**src/rtl/onn_recall_sequencer.sv**
```systemverilog
// rtl/onn_recall_sequencer.sv - load, run and capture one ONN pattern-recall pass
module onn_recall_sequencer #(
    parameter int STATE_W       = 60,
    parameter int MAX_CYCLES    = 4096,
    parameter int CNT_W         = 16,
    parameter int SETTLE_CYCLES = 2,
    parameter int STEADY_HOLD   = 4
) (
    input  logic               sclk,
    input  logic               rst_n,
    input  logic               start,
    input  logic               abort,
    input  logic [STATE_W-1:0] pattern,
    output logic               onn_data_in,
    output logic               onn_load,
    output logic               onn_re,
    input  logic               onn_steady,
    input  logic               onn_inconsistent,
    input  logic [STATE_W-1:0] onn_phi,
    output logic               busy,
    output logic               done,
    output logic [1:0]         status,
    output logic [STATE_W-1:0] result_phi,
    output logic [CNT_W-1:0]   cycles_used
);

    localparam int BIT_W = $clog2(STATE_W);
    localparam logic [BIT_W-1:0] L_LAST_BIT    = BIT_W'(STATE_W - 1);
    localparam logic [CNT_W-1:0] L_SETTLE_LAST = CNT_W'(SETTLE_CYCLES - 1);
    localparam logic [CNT_W-1:0] L_MAX         = CNT_W'(MAX_CYCLES);
    localparam logic [CNT_W-1:0] L_HOLD        = CNT_W'(STEADY_HOLD);

    localparam logic [2:0] S_IDLE   = 3'd0;
    localparam logic [2:0] S_LOAD   = 3'd1;
    localparam logic [2:0] S_SETTLE = 3'd2;
    localparam logic [2:0] S_RUN    = 3'd3;
    localparam logic [2:0] S_DONE   = 3'd4;

    localparam logic [1:0] ST_CONV    = 2'b01;
    localparam logic [1:0] ST_INCONS  = 2'b10;
    localparam logic [1:0] ST_TIMEOUT = 2'b11;

    logic [2:0]         r_state;
    logic [STATE_W-1:0] r_shift;
    logic [BIT_W-1:0]   r_bit;
    logic [CNT_W-1:0]   r_settle;
    logic [CNT_W-1:0]   r_cyc;
    logic [CNT_W-1:0]   r_hold;
    logic               r_data;
    logic               r_load;
    logic               r_re;
    logic               r_busy;
    logic               r_done;
    logic [1:0]         r_status;
    logic [STATE_W-1:0] r_phi;
    logic [CNT_W-1:0]   r_cycles;

    logic [2:0]       w_state_next;
    logic [CNT_W-1:0] w_cyc_next;
    logic [CNT_W-1:0] w_hold_next;
    logic             w_conv;
    logic             w_tmo;
    logic             w_exit;
    logic [1:0]       w_exit_status;

    // Exit checks look at the counts including the current cycle, so the
    // capture lands on the same edge that the condition first holds.
    always_comb begin
        w_cyc_next    = r_cyc + 1'b1;
        w_hold_next   = onn_steady ? (r_hold + 1'b1) : '0;
        w_conv        = (w_hold_next == L_HOLD);
        w_tmo         = (w_cyc_next == L_MAX);
        w_exit_status = onn_inconsistent ? ST_INCONS : (w_conv ? ST_CONV : ST_TIMEOUT);
        w_state_next  = r_state;
        case (r_state)
            S_IDLE:   if (start && !abort) w_state_next = S_LOAD;
            S_LOAD: begin
                if (abort)                    w_state_next = S_IDLE;
                else if (r_bit == L_LAST_BIT) w_state_next = (SETTLE_CYCLES == 0) ? S_RUN : S_SETTLE;
            end
            S_SETTLE: begin
                if (abort)                          w_state_next = S_IDLE;
                else if (r_settle == L_SETTLE_LAST) w_state_next = S_RUN;
            end
            S_RUN: begin
                if (abort)                                    w_state_next = S_IDLE;
                else if (onn_inconsistent || w_conv || w_tmo) w_state_next = S_DONE;
            end
            S_DONE:   w_state_next = S_IDLE;
            default:  w_state_next = S_IDLE;
        endcase
        w_exit = (r_state == S_RUN) && (w_state_next == S_DONE);
    end

    always_ff @(posedge sclk or negedge rst_n) begin
        if (!rst_n) begin
            r_state  <= S_IDLE;
            r_shift  <= '0;
            r_bit    <= '0;
            r_settle <= '0;
            r_cyc    <= '0;
            r_hold   <= '0;
            r_data   <= 1'b0;
            r_load   <= 1'b0;
            r_re     <= 1'b0;
            r_busy   <= 1'b0;
            r_done   <= 1'b0;
            r_status <= 2'b00;
            r_phi    <= '0;
            r_cycles <= '0;
        end else begin
            r_state <= w_state_next;
            r_busy  <= (w_state_next != S_IDLE);
            r_load  <= (w_state_next == S_LOAD);
            r_re    <= (w_state_next == S_RUN);
            r_done  <= w_exit;
            r_data  <= 1'b0;
            case (r_state)
                S_IDLE: begin
                    if (w_state_next == S_LOAD) begin
                        r_data   <= pattern[0];
                        r_shift  <= pattern >> 1;
                        r_bit    <= '0;
                        r_settle <= '0;
                        r_cyc    <= '0;
                        r_hold   <= '0;
                    end
                end
                S_LOAD: begin
                    if (w_state_next == S_LOAD) begin
                        r_data  <= r_shift[0];
                        r_shift <= r_shift >> 1;
                        r_bit   <= r_bit + 1'b1;
                    end
                end
                S_SETTLE: r_settle <= r_settle + 1'b1;
                S_RUN: begin
                    r_cyc  <= w_cyc_next;
                    r_hold <= w_hold_next;
                end
                default: ;
            endcase
            if (w_exit) begin
                r_status <= w_exit_status;
                r_phi    <= onn_phi;
                r_cycles <= w_cyc_next;
            end
        end
    end

    assign onn_data_in = r_data;
    assign onn_load    = r_load;
    assign onn_re      = r_re;
    assign busy        = r_busy;
    assign done        = r_done;
    assign status      = r_status;
    assign result_phi  = r_phi;
    assign cycles_used = r_cycles;

endmodule

```
**config.mk**
```make
export PLATFORM = sky130hd
export DESIGN_NAME = onn_recall_sequencer
export DESIGN_NICKNAME = d
export VERILOG_FILES = /design/src/rtl/onn_recall_sequencer.sv
export SDC_FILE = /design/constraint.sdc
export NUM_CORES = 1
export LEC_CHECK = 0
export CAP_MARGIN = 20
export CORE_MARGIN = 1
export CORE_UTILIZATION = 55
export CTS_CLUSTER_SIZE = 10
export DETAILED_ROUTE_END_ITERATION = 12
export GPL_TIMING_DRIVEN = 0
export PLACE_DENSITY = 0.95
export RECOVER_POWER = 25
export SYNTH_ARGS = -nofsm -noshare
export SYNTH_HDL_FRONTEND = slang
export SYNTH_SLANG_ARGS = --single-unit
```
**constraint.sdc**
```tcl
create_clock -name sclk -period 6.8 [get_ports sclk]
set_clock_uncertainty 0.2 [all_clocks]
set_input_delay 1.7 -clock sclk [delete_from_list [all_inputs] [get_ports sclk]]
set_output_delay 1.7 -clock sclk [all_outputs]
set_load 0.02 [all_outputs]
```
-- After elaboration in Yosys (flattened, before gate mapping)
Cells that the tools add are included.
- flip-flop bits (word level): 200
- bits in latches: 0
- memory bits (writable): 0
- bits in read-only memories: 0
- bits of input ports: 126
- output and inout port bits: 83
- word-level logic and storage cells: 67
- memories kept: 0
- add/sub/neg operators: 4
- multipliers: 0
- div/mod/pow operators: 0
- magnitude comparators: 0
- eq/ne operators: 12
- shift-type cells: 0
- muxes and demuxes: 24
- bitwise logic cells: 0
- reduce and logical (&&, ||, !) cells: 13
- operators by type and width (kind ; count):
    two-way mux 60 bit ; 2
    case mux 60 bit (2 select lines) ; 1
    case mux 16 bit (2 select lines) ; 3
    adder 16 x 1 -> 16 bit (second input constant) ; 3
    two-way mux 16 bit ; 2
    two-way mux 3 bit ; 7
    == test 16 x 1 -> 1 bit (second input constant) ; 1
    == test 16 x 13 -> 1 bit (second input constant) ; 1
    == test 16 x 3 -> 1 bit (second input constant) ; 1
    two-way mux 6 bit ; 2
    case mux 3 bit (4 select lines) ; 1
    case mux 6 bit (2 select lines) ; 1
    == test 3 x 2 -> 1 bit (second input constant) ; 3
    adder 6 x 1 -> 6 bit (second input constant) ; 1
    == test 3 x 1 -> 1 bit (second input constant) ; 2
    == test 6 bit (second input constant) ; 1
    nonzero test 2 bit ; 3
    two-way mux 2 bit ; 2
    inequality test 2 bit (second input constant) ; 2
    AND reduction 2 bit ; 2
    == test 3 bit (second input constant) ; 1
    zero test 3 bit ; 1
    AND reduction 3 bit ; 1
    nonzero test 3 bit ; 1
    other kinds (5) ; 8

-- Logic depth before layout (Yosys ltp)
Gate-level depths: netlist (run 1).
- word-level depth: 11
- gate-level depth with buffers: 11
- gate-level depth less buffers: 8

-- Worst setup path after synthesis (run 1)
No wires, ideal clock.
- path type: input-to-reg
- start point: in onn_steady
- end point: reg r_cycles[10] (netlist: cycles_used[10])
- library setup time: 125 ps
- data arrival time: 3594 ps
- data required time: 6475 ps
- slack: 2881 ps
- stages on the path: 9
- buffers on the path: 3
- cell sequence: clkbuf_1 nand2_1 nor4_1 nand3_1 a2111oi_4 o31a_4 buf_12 buf_12 mux2_4
- word-level cells in the longest chain between the ends: 9
- RTL lines (item ; line ; RTL):
    start, declared ; 17 ; input logic onn_steady,
    two-way mux 16 bit ; 70 ; w_hold_next = onn_steady ? (r_hold + 1'b1) : '0;
    == test 16 x 3 -> 1 bit ; 71 ; w_conv = (w_hold_next == L_HOLD);
    logical OR 1 bit (2 in a row) ; 87 ; else if (onn_inconsistent || w_conv || w_tmo) w_state_next = S_DONE;
    two-way mux 3 bit ; 87 ;
    two-way mux 3 bit ; 86 ; if (abort) w_state_next = S_IDLE;
    case mux 3 bit (4 select lines) ; 75 ; case (r_state)
    == test 3 bit ; 92 ; w_exit = (r_state == S_RUN) && (w_state_next == S_DONE);
    logical AND 1 bit ; 92 ;
    end signal, assigned ; 146 ; r_cycles <= w_cyc_next;
    end, declared ; 56 ; logic [CNT_W-1:0] r_cycles;
Every way passes these cells.
A chain may end at the register's enable or synchronous reset.

==> results of run 1 <==
-- cell families after synthesis --
| logic type | synth area share (%) |
|---|---|
| AOI/OAI and AO/OA | 10.5 |
| xor gates and xnor gates | 2.82 |
| adders and majority gates | 0.779 |
| buffers and inverters | 4.05 |
| DFF | 51.7 |
| muxes | 16.9 |
| and+or+nand+nor | 13.2 |
-- per-layer routing --
| layer | wire length, um | up-vias | track usage, % |
|---|---|---|---|
| li1 | - | 3558 | - |
| met5 | 0 | - | 0 |
| met4 | 554 | 0 | 11.9 |
| met2 | 12800 | 313 | 48.7 |
| met1 | 9700 | 3829 | 33.6 |
| met3 | 1540 | 57 | 6.39 |
-- cell type report --
type                            count  area share (%)
Timing Repair Buffer              210            16.9
Clock buffer                       17            3.38
Tap cell                          225            2.24
Buffer                             58            2.74
Inverter                           12           0.358
Multi-Input combinational cell    607            33.9
Sequential cell                   199            39.5
Clock inverter                     15           0.973
-- per-stage QoR --
stage	instance area (um2)	setup WS, ns
final	12600	2.26
after global routing	12600	1.52
after CTS	12600	2.43
after detailed placement	12100	2.00
after global placement	12000	-4.34
after floorplan	9640	2.88
-- registers in the layout, summed over array words and instances, names as in the netlist --
name	flops
result_phi	60
r_shift	59
cycles_used	16
r_cyc	16
r_hold	16
r_settle	16
r_bit	6
r_state	3
status	2
busy	1
done	1
onn_data_in	1
onn_load	1
onn_re	1
-- how the worst max path moves through the flow --
stage / startpoint / to / slack (ns)
2_1_floorplan: onn_steady / cycles_used[10] / 2.88
5_1_grt: rst_n / onn_data_in / 1.52
3_3_place_gp: rst_n / result_phi[49] / -4.34
3_5_place_dp: onn_steady / result_phi[36] / 2.00
6_report: rst_n / onn_data_in / 2.26
4_1_cts: onn_steady / result_phi[36] / 2.43
-- cells in the final DEF (no fill, tap or decap), types with 5 or more instances in the layout --
master / synthesis / layout
mux2_4: 46 / 46
o31ai_1: 10 / 10
o22ai_1: 5 / 5
inv_1: 12 / 12
and3_1: 11 / 11
nor3_1: 9 / 9
clkbuf_1: 35 / 36
xor2_1: 14 / 14
buf_2: 8 / 8
nor2_1: 50 / 50
a21oi_1: 12 / 12
ha_1: 6 / 6
and4_1: 6 / 6
or3_1: 6 / 6
nand4_1: 15 / 15
nand2_1: 108 / 108
clkinvlp_4: 0 / 6
clkbuf_16: 0 / 17
clkdlybuf4s50_1: 0 / 207
nand3_1: 20 / 20
buf_12: 6 / 6
xnor2_1: 17 / 17
buf_4: 5 / 5
a31oi_1: 6 / 6
o21ai_0: 123 / 123
dfrtp_1: 199 / 199
mux2i_1: 66 / 66
mux2_2: 25 / 25
-- power breakdown --
group,switching (mW),internal (mW),leakage [nW]
registers,0.0614,1.28,2.63
logic,0.165,0.173,2.65
clock network,0.475,0.475,0.250
total,0.702,1.93,5.52
==> results.yml, run 1 <==
synthesis:
  synth_top_cell_by_area: "dfrtp_1"
  netlist.area_leader.share_pct: 51.7
  yosysMostFrequentCell: "dfrtp_1"
  syn_inst: 876
  synth_area_leaders: "dfrtp_1, mux2_4, mux2i_1, o21ai_0, nand2_1"
  yosys_warnings: 0
  ys_top_cells_by_count: "dfrtp_1, o21ai_0, nand2_1"
  synthArstFlopShare_pct: 100
  synth.distinct_cells: 55
  synth-edff-count: 0
  syn_area_per_cell_um2: 11.0
  synth_nets: 1008
  ys_ff_latch: 199
  ys.flop_type: "dfrtp_1"
  syn_area_um2: 9640
  yosysSeqAreaShare_pct: 51.7
critical_path:
  crit_path_end_kind: "asynchronous set/reset pin"
  timing.rr.end: "result_phi[36]"
  crit_type: "primary input to asynchronous set/reset pin"
  cp.depth: 1
  path_max_fanout: 62
  critPathMaxStageDelay_ns: 2.35
  crit_buf_inv: 1
  cp.required_ns: 6.38
  rrSetupSlack_ns: 3.25
  critPathLaunchType: "primary input"
  reg2reg_depth: 11
  crit_arrival_ns: 4.12
  crit_slowest_cell: "clkbuf_1"
  cp_top_family: "buffers and inverters"
  path_cells: "clkbuf_1"
  r2r_start: "r_hold[0]"
power_and_ir_drop:
  p_leak_nw: 5.52
  finalPower_mw: 2.63
  power-per-cell-area_nw_per_um2: 209
  ir_drop_uv: 185
global_route:
  antenna_found_initial: 0
  grtUsageTotal_pct: 28.1
  grt-ovfl-total: 0
  grt_pass1_vias: 7884
  grt_max_degree: 71
  grt_pass1_wl_um: 39600
job:
  cap_viol_max_count: 1
final_layout:
  multi_input_area_um2: 4270
  fin_cells: 1343
  n_antenna_cell: 0
  fillers: 1130
  fin_util_pct: 73.3
  layout.nets: 1237
  area_growth_pct: 30.7
  drive_gt1_share_pct: 12.5
  ff_latch_area_um2: 4980
clock_tree:
  insertion_delay_ns: 0.44
  cts_tree: "done"
  clock-root-buffer: "clkbuf_16"
  cts_made_buffers: 17
  holdBufCountCts: 0
  cts_resized: 0
  clock_sinks: 199
  cts.clk_slew.worst_paths_ns: 0.07
  post_cts_buffers: 0
  htreeDepth: 4
  clk_path_buf_depth: 2
run_status:
  status: "finished with violations"
  violations: "capacitance limit, slew limit"
timing:
  fin_tns_setup_ns: 0
  max_freq_mhz: 220
  relSlewSlack_pct: -128
  hold_viol: 0
  rsz0062_at_grt: "false"
  fin_crit_sh_pct: 66.8
  tightest_slew_ns: 3.42
  maxSlewViolCount: 62
  hold_slack_ns: 0.283
  setup-violations-final: 0
  min_period_ns: 4.54
route:
  drc: 0
  drtIter0Drc: 651
  dr.pass1.iters: 5
  wirelength_um: 24600
  ant_nets: 0
  vias_per_cell: 5.78
  routedWlPerCell_um: 18.3
  num_vias: 7757
placement:
  dp_cells: 1311
  dp_hpwl_um: 17300
  gp_congestion: 0.874
  port_buffers: 208
floorplanning:
  die_area_um2: 18100
  core_area_um2: 17200
  start_util_pct: 56.1
  fp.dieH_um: 134
  ioPinCount: 209
  die_w_um: 134
  fp-row-count: 48
hold_path:
  hold_path_end: "r_shift[9]"
  holdPathStages: 2
  hold_path_startpoint: "r_shift[9]"
  hold_class: "flip-flop to flip-flop"
Note: power is estimated with default switching activity, not from simulation.
==> run 2, diff against run 1 <==
--- a/config.mk
+++ b/config.mk
@@ -7,11 +7,11 @@
 export LEC_CHECK = 0
 export CAP_MARGIN = 20
 export CORE_MARGIN = 1
-export CORE_UTILIZATION = 55
+export CORE_UTILIZATION = 46
 export CTS_CLUSTER_SIZE = 10
 export DETAILED_ROUTE_END_ITERATION = 12
 export GPL_TIMING_DRIVEN = 0
-export PLACE_DENSITY = 0.95
+export PLACE_DENSITY = 0.87
 export RECOVER_POWER = 25
 export SYNTH_ARGS = -nofsm -noshare
 export SYNTH_HDL_FRONTEND = slang
==> constraint.sdc (replaced) <==
create_clock -name sclk -period 3.7 [get_ports sclk]
set_clock_uncertainty 0.2 [all_clocks]
set_input_delay 0.925 -clock sclk [delete_from_list [all_inputs] [get_ports sclk]]
set_output_delay 0.925 -clock sclk [all_outputs]
set_load 0.02 [all_outputs]
==> run 2 against run 1 <==
The run still ends with capacitance limit, slew limit left. Routed wire length fell by 6.8%. Cell count rose by 3.2%. Sequential power up 84%. Global-route usage down 6.4 points. Sequential cell count unchanged. Via count is 2.4% lower.
==> results.yml, run 2 (synthesized netlist as in run 1, its figures left out) <==
route:
  routedWlPerCell_um: 16.5
  drtIter0Drc: 579
  vias_per_cell: 5.46
  dr.pass1.iters: 5
  ant_nets: 0
  num_vias: 7573
  wirelength_um: 22900
  drc: 0
final_layout:
  final_cell_mix: "clkdlybuf4s50_1, dfrtp_1, o21ai_0, nand2_1, mux2i_1"
  final_common_cell: "clkdlybuf4s50_1"
  area_growth_pct: 31.6
  final_area_um2: 12700
  largest_reg_flops: 60
  fin_cells: 1386
  fin_util_pct: 62.3
  ff_latch_area_um2: 4980
  multi_input_area_um2: 4270
  fillers: 1617
  drive_gt1_share_pct: 12.7
  layout.nets: 1235
  n_antenna_cell: 0
floorplanning:
  fp-row-count: 52
  ioPinCount: 209
  fp.dieH_um: 147
  die_area_um2: 21500
  core_area_um2: 20400
  die_w_um: 147
  start_util_pct: 47.3
power_and_ir_drop:
  p_switching_mw: 1.26
  p_int_mw: 3.70
  power-per-cell-area_nw_per_um2: 392
  finalPower_mw: 4.97
  pwr-share-clk_pct: 38.1
  p_sw_share_pct: 25.4
  ir_drop_uv: 283
  pwr-share-seq_pct: 49.6
  p_leak_nw: 5.55
  p_comb_share_pct: 12.2
clock_tree:
  htreeDepth: 4
  clock-root-buffer: "clkbuf_16"
  post_cts_buffers: 0
  holdBufCountCts: 0
  clock_sinks: 199
  cts_tree: "done"
  cts_made_buffers: 17
  clk_path_buf_depth: 2
  insertion_delay_ns: 0.43
  cts.clk_slew.worst_paths_ns: 0.07
timing:
  maxSlewViolCount: 93
  setup-violations-final: 0
  relSlewSlack_pct: -52.8
  tightest_slew_ns: 2.29
  min_period_ns: 3.49
  hold_viol: 0
  rsz0062_at_grt: "false"
  fin_crit_sh_pct: 94.4
  max_freq_mhz: 286
global_route:
  grtUsageTotal_pct: 21.7
  grt-ovfl-total: 0
  antenna_found_initial: 0
  grt_pass1_wl_um: 37600
  grt_pass1_vias: 7422
  grt_max_degree: 108
hold_path:
  holdPathStages: 2
  hold_path_end: "r_shift[39]"
  hold_path_startpoint: "r_shift[39]"
  hold_class: "flip-flop to flip-flop"
job:
  cap_viol_max_count: 1
critical_path:
  crit_path_end_kind: "flip-flop"
  crit_arrival_ns: 3.60
  timing.rr.end: "cycles_used[6]"
  critPathLaunchType: "flip-flop"
  crit_start: "r_hold[0]"
  r2r_start: "r_hold[0]"
  cp.required_ns: 3.81
  rrSetupSlack_ns: 0.21
  crit_type: "flip-flop to flip-flop"
  reg2reg_depth: 11
  path_max_fanout: 10
placement:
  dpl_cell_area_um2: 12100
  gp_congestion: 0.881
  port_buffers: 208
  dp_cells: 1355
  dp_hpwl_um: 16300
run_status:
  violations: "capacitance limit, slew limit"
  status: "finished with violations"
==> run 2: cell count changes in the layout (fill, tap and decap cells not counted), sizes merged <==
cell,before,now
clkinvlp,6,4
bufinv,0,2
inv,16,18
clkinv,5,2
buf,24,23
==> run 2: worst max path at each step <==
stage	endpoint	cells past startpoint	slack (ns)
2_1_floorplan	cycles_used[10]	9	0.56
3_3_place_gp	r_shift[24]	1	-6.80
3_5_place_dp	result_phi[35]	10	-0.31
4_1_cts	r_bit[5]	10	0.04
5_1_grt	r_bit[5]	9	0.03
6_report	cycles_used[6]	11	0.21
==> run 2: routing by layer <==
layer | global-route usage, % | vias to the layer above | wire (um)
met5 | 0 | - | 0
li1 | - | 3558 | -
met1 | 28.2 | 3714 | 9710
met4 | 6.82 | 0 | 477
met3 | 4.84 | 37 | 1350
met2 | 36.1 | 264 | 11400
==> run 2: final cells by class <==
type	count	share of cell area, %
sequential	199	39.3
multi-input combinational	607	33.7
timing repair buffer	209	16.6
clock buffer	18	3.46
buffer	57	2.70
tap	270	2.66
clock inverter	14	1.28
inverter	12	0.355
==> run 2: through the flow <==
stage          worst slack, ns  hold WS [ns]  setup TNS (ns)
6_report                 0.207         0.287               0
5_1_grt                 0.0258         0.304               0
4_1_cts                 0.0400         0.287               0
3_5_place_dp            -0.310         0.271          -22.75
3_3_place_gp             -6.80         0.261        -1368.95
2_1_floorplan            0.556         0.250               0
==> run 2: repair_timing <==
| action | 4_1_cts | 5_1_grt |
|---|---|---|
| pin swaps | 0 | 0 |
| gates resized for setup | 1 | 2 |
| endpoints found under the setup margin | 1 | 73 |
==> run 2: critical path, cell delays in order (launching register included) <==
cell and delay (ns):
dfrtp_1 0.45, ha_1 0.33, and4_1 0.22, buf_4 0.14, nand4_1 0.19, mux2i_1 0.24, a41oi_1 0.19, a2111oi_4 0.58
o31a_4 0.23, buf_12 0.15, buf_12 0.15, mux2_4 0.30
==> run 2: power by group through the flow <==
| stage | Sequential (mW) | Combinational [mW] | Clock [mW] |
|---|---|---|---|
| 2_1_floorplan | 2.51 | 0.269 | 0 |
| 3_3_place_gp | 2.49 | 0.585 | 0 |
| 3_5_place_dp | 2.50 | 0.614 | 0 |
| 4_1_cts | 2.46 | 0.617 | 1.93 |
| 5_1_grt | 2.49 | 0.677 | 2.01 |
| 6_report | 2.47 | 0.608 | 1.90 |
==> run 3, diff against run 2 <==
--- a/config.mk
+++ b/config.mk
@@ -5,7 +5,7 @@
 export SDC_FILE = /design/constraint.sdc
 export NUM_CORES = 1
 export LEC_CHECK = 0
-export CAP_MARGIN = 20
+export CAP_MARGIN = 30
 export CORE_MARGIN = 1
 export CORE_UTILIZATION = 46
 export CTS_CLUSTER_SIZE = 10
==> results of run 3 <==
Same layout as run 2: the final DEF is identical, and so are final timing and power.
